$ cat config.mk
export PLATFORM = sky130hd
export DESIGN_NAME = qreg_sipo_rx
export DESIGN_NICKNAME = d
export VERILOG_FILES = /design/src/rtl/qreg_sipo_rx.sv
export SDC_FILE = /design/constraint.sdc
export NUM_CORES = 1
export LEC_CHECK = 0
export ABC_CLOCK_PERIOD_IN_PS = 1200
export CORE_UTILIZATION = 37
export DETAILED_ROUTE_END_ITERATION = 8
export PLACE_DENSITY_LB_ADDON = 0.05
export REMOVE_ABC_BUFFERS = 1
export SETUP_SLACK_MARGIN = 0.15
export SYNTH_ARGS = -nofsm -noshare
export SYNTH_HDL_FRONTEND = slang
export SYNTH_SLANG_ARGS = --single-unit
$ cat constraint.sdc
create_clock -name clock -period 1.2 [get_ports clock]
set_input_delay 0.18 -clock clock [delete_from_list [all_inputs] [get_ports clock]]
set_output_delay 0.18 -clock clock [all_outputs]
set_load 0.05 [all_outputs]
$ cat src/rtl/qreg_sipo_rx.sv
// Serial-to-parallel receiver for the 4-bit shift-register link: collects LSB-first
// bits into a word and hands it to a parallel consumer through a valid/ack handshake.
module qreg_sipo_rx #(
  parameter int WIDTH = 4,
  parameter int CNT_W = 3
) (
  input  logic             clock,
  input  logic             reset,
  input  logic             start,
  input  logic             sen,
  input  logic             sdata,
  input  logic             ack,
  output logic [WIDTH-1:0] dout,
  output logic             valid,
  output logic             busy,
  output logic             overrun
);

  typedef enum logic [1:0] {
    IDLE = 2'd0,
    RECV = 2'd1,
    FULL = 2'd2
  } state_t;

  state_t             state_q, state_d;
  logic [WIDTH-1:0]   shreg_q, shreg_d;
  logic [CNT_W-1:0]   cnt_q, cnt_d;
  logic [WIDTH-1:0]   dout_q, dout_d;
  logic               overrun_q, overrun_d;
  logic [WIDTH-1:0]   shifted;

  assign shifted = {sdata, shreg_q[WIDTH-1:1]};

  always_comb begin
    state_d   = state_q;
    shreg_d   = shreg_q;
    cnt_d     = cnt_q;
    dout_d    = dout_q;
    overrun_d = overrun_q;
    unique case (state_q)
      IDLE: begin
        if (start) begin
          state_d = RECV;
          shreg_d = '0;
          cnt_d   = '0;
        end
      end
      RECV: begin
        // A start mid-frame discards the partial word; its sen/sdata are ignored.
        if (start) begin
          shreg_d = '0;
          cnt_d   = '0;
        end else if (sen) begin
          if (cnt_q == CNT_W'(WIDTH - 1)) begin
            dout_d  = shifted;
            shreg_d = '0;
            cnt_d   = '0;
            state_d = FULL;
          end else begin
            shreg_d = shifted;
            cnt_d   = cnt_q + CNT_W'(1);
          end
        end
      end
      FULL: begin
        if (ack) begin
          state_d = start ? RECV : IDLE;
          shreg_d = '0;
          cnt_d   = '0;
        end else if (start) begin
          overrun_d = 1'b1;
        end
      end
      default: begin
        state_d = IDLE;
      end
    endcase
  end

  always_ff @(posedge clock) begin
    if (reset) begin
      state_q   <= IDLE;
      shreg_q   <= '0;
      cnt_q     <= '0;
      dout_q    <= '0;
      overrun_q <= 1'b0;
    end else begin
      state_q   <= state_d;
      shreg_q   <= shreg_d;
      cnt_q     <= cnt_d;
      dout_q    <= dout_d;
      overrun_q <= overrun_d;
    end
  end

  assign dout    = dout_q;
  assign valid   = (state_q == FULL);
  assign busy    = (state_q == RECV);
  assign overrun = overrun_q;

endmodule

==> flow_metrics.tcl <==
set metrics [dict create \
    clkLatencyLatePin_ns 0.28 \
    syn_to_final_growth_pct 67.27 \
    globalRoute.totalOverflow 0 \
    leakage_nw 0.4294 \
    post_synth.cell_area_avg_sq_um 10.21 \
    chipHeight_um 43.04 \
    r2r_slack_ns 0.05 \
    layout.cells.non_filler 108 \
    tightest_slew_ns 0.2311 \
    report.power.total_uw 850.3 \
    dpl-instance-area_sq_um 927.1 \
    irDropWorstVdd_v 0.0005634 \
    clockPowerShare 0.333 \
    drt_iter0_markers 0 \
    async_reset_ff_frac 0 \
    grt_use_total 0.1604 \
    period_share 0.9873 \
    critPathCapture "valid" \
    layout_min_cycle_time_ns 1.185 \
    clkSinkCount 13 \
    clockBufferDepth 2 \
    synthCells 61 \
    dp_hpwl_um 897.2 \
    critPathArrivalTime_ns 1.00 \
    rsz0062_at_grt "yes" \
    num_vias 528 \
    share_of_post_route_cells_with_drive_strength_above_1 0.4348 \
    largest_net_degree_at_the_start_of_global_routing 8 \
    finish.net_count 100 \
    maxCapViolCount 0 \
    cellInternalPower_uw 636.7 \
    critical_path_peak_fanout 6 \
    worst_setup_end_kind "output pin" \
    synth.ff_latch_count 13 \
    number_of_antenna_violations_at_the_first_check_in_global_routing 0 \
    reg2regPathDepth 4 \
    synth.most_common_cell "sky130_fd_sc_hd__nand2b_1" \
    cts_tree "yes" \
    grt_pass1_vias 506 \
    portBuffers 12 \
    holdBufCountCts 0 \
    dp_cells 101 \
    cp_cell_sequence "nor2b_4, buf_12" \
    yosysTopAreaCellShare 0.4177 \
    ys.flop_type "sky130_fd_sc_hd__dfxtp_1" \
    power_density_nw_per_um2 815.9 \
    antenna_fix_cells 0 \
    switching_share 0.2512 \
    clockRootBuffer "sky130_fd_sc_hd__clkbuf_4" \
    slew_viol_final 0 \
    holdCritPathClass "reg -> reg" \
    net_switching_component_of_the_power_uw 213.6 \
    initial_utilization 0.4042 \
    total_drc_errors_in_the_routed_layout 0 \
    rows 14 \
    vias_per_cell 4.889 \
    timing.critical_path.slowest_cell_delay_ns 0.41 \
    drt-total-wl_um 1336 \
    crit-reg2reg-capture "state_q[1]" \
    finalWeightedCongestion 0.6840 \
    grt_pass1_wl_um 2173 \
    timing.setup.critical_path_class "reg -> out" \
    critical_path.slowest_cell "sky130_fd_sc_hd__dfxtp_4" \
    placeableCoreArea_sq_um 1541 \
    synth-edff-count 0 \
    finalHoldViolations 0 \
    die_area_sq_um 1852 \
    setup-violations-final 0 \
    synth_largest_area_cell "sky130_fd_sc_hd__dfxtp_1" \
    p_seq_frac 0.517 \
    synthTopCellsByArea "sky130_fd_sc_hd__dfxtp_1 42%, sky130_fd_sc_hd__nand2b_1 15%, sky130_fd_sc_hd__mux2i_1 14%" \
    worstSetupStartpointType "flip-flop" \
    clock_transition_at_the_registers_of_the_reported_paths_ns 0.08 \
    yosysWarningCount 0 \
    worst_max_slew_margin_expressed_relative_to_the_limit 0.8458 \
    wire_per_inst_um 12.37 \
    detail_route.first_pass.iterations 1 \
    post_synth_num_cell_types 18 \
    worst_hold_slack_ns 0.4656 \
    boundaryPins 13 \
    tns_ns 0 \
    run_status "complete, no violations" \
    filler_cell_count 118 \
    ys_seq_area_frac 0.4177 \
    design_area_sq_um 1042 \
    crit_required_ns 1.02 \
    worst_setup_skew_after_layout_ns 0.002016 \
    crit_path_max_delay_family "flip-flops" \
    worstSetupPathDepth 2 \
    worst_r2r_startpoint "cnt_q[0]" \
    numCtsBuffers 3 \
    postRouteAntennaNets 0 \
    power_frac_comb 0.150 \
    max_freq_mhz 844.0 \
    timing.critical_path.from "state_q[1]" \
    netlist_top_cells_count "15 x sky130_fd_sc_hd__nand2b_1, 13 x sky130_fd_sc_hd__dfxtp_1, 9 x sky130_fd_sc_hd__mux2i_1" \
    number_of_h_tree_branching_levels 1 \
    cp_buf_inv_count 1 \
    dieWidth_um 43.04 \
    post_synth_instance_area_sq_um 623.1 \
]
[sequential cells by signal (all words and copies together), names as in the netlist]
name and flops:
dout 4, state_q 2, cnt_q 3, overrun 1, shreg_q 3
[worst min-delay path by stage]
stage,startpoint,to,cells after the start
2_1_floorplan,reset,overrun,1
3_5_place_dp,cnt_q[2],cnt_q[2],2
4_1_cts,cnt_q[2],cnt_q[2],2
6_report,cnt_q[2],cnt_q[2],2
5_1_grt,cnt_q[2],cnt_q[2],2
3_3_place_gp,cnt_q[2],cnt_q[2],2
[cell families (layout without fill, tap and decap cells)]
| group | count (synthesis) | count (layout) | share of synthesized area |
|---|---|---|---|
| compound gates | 8 | 8 | 0.09036 |
| fa+ha+maj | 1 | 1 | 0.02008 |
| buf+inv | 1 | 32 | 0.006018 |
| flops | 13 | 13 | 0.4177 |
| mux | 9 | 9 | 0.1446 |
| simple gates | 29 | 29 | 0.3213 |
[stage by stage]
step / worst slack [ns] / util
2_1_floorplan: -0.1924 / -
3_3_place_gp: -0.2190 / 0.6015
3_5_place_dp: -0.2576 / 0.6015
4_1_cts: 0.01716 / 0.6558
5_1_grt: -0.02689 / 0.6761
6_report: 0.01522 / 0.6761
[what timing repair did]
| action | CTS | global route |
|---|---|---|
| setup buffers | 2 | 1 |
| gates resized for setup | 15 | 4 |
| pin swaps | 4 | 0 |
| setup endpoints to repair | 14 | 15 |
[tightest hold or removal path: cells and delay by family (launching register included)]
kind | cells | cell delay, ns
AOI/OAI and AO/OA | 1 | 0.04
DFF | 1 | 0.33
and+or+nand+nor | 1 | 0.06
[layout make-up]
type,instances,area (sq um),area share
multi-input combinational,47,412.9,0.3962
sequential,13,270.3,0.2593
tap,16,20.02,0.01921
timing repair buffer,28,312.8,0.3001
clock buffer,4,26.28,0.02521
[cells in the final DEF (no fill, tap or decap), types with 2 or more instances in the layout]
cell type                          n
sky130_fd_sc_hd__clkbuf_4          3
sky130_fd_sc_hd__a21oi_1           2
sky130_fd_sc_hd__mux2i_1           9
sky130_fd_sc_hd__buf_12            7
sky130_fd_sc_hd__dfxtp_1           9
sky130_fd_sc_hd__buf_4            15
sky130_fd_sc_hd__clkdlybuf4s50_1   4
sky130_fd_sc_hd__nor2b_4           2
sky130_fd_sc_hd__dfxtp_4           2
sky130_fd_sc_hd__a211oi_2          2
sky130_fd_sc_hd__nand3b_1          5
sky130_fd_sc_hd__nand2b_1         15
sky130_fd_sc_hd__nor2_1            2
sky130_fd_sc_hd__dfxtp_2           2
[layer usage]
metal	track usage	part of all wire	vias to the layer above
met5	0	0	-
met4	0.09091	0.019	0
met3	0.02553	0.034	5
met2	0.2303	0.45	10
met1	0.2257	0.49	237
li1	-	-	276
[power groups by stage]
stage          Clock, mW  Sequential, mW  Combinational [mW]
6_report           0.283           0.440               0.128
2_1_floorplan          0           0.450              0.0486
3_3_place_gp           0           0.450               0.112
5_1_grt            0.306           0.441               0.136
4_1_cts            0.293           0.439               0.119
3_5_place_dp           0           0.450               0.111
(Power assumes the default switching activity.)
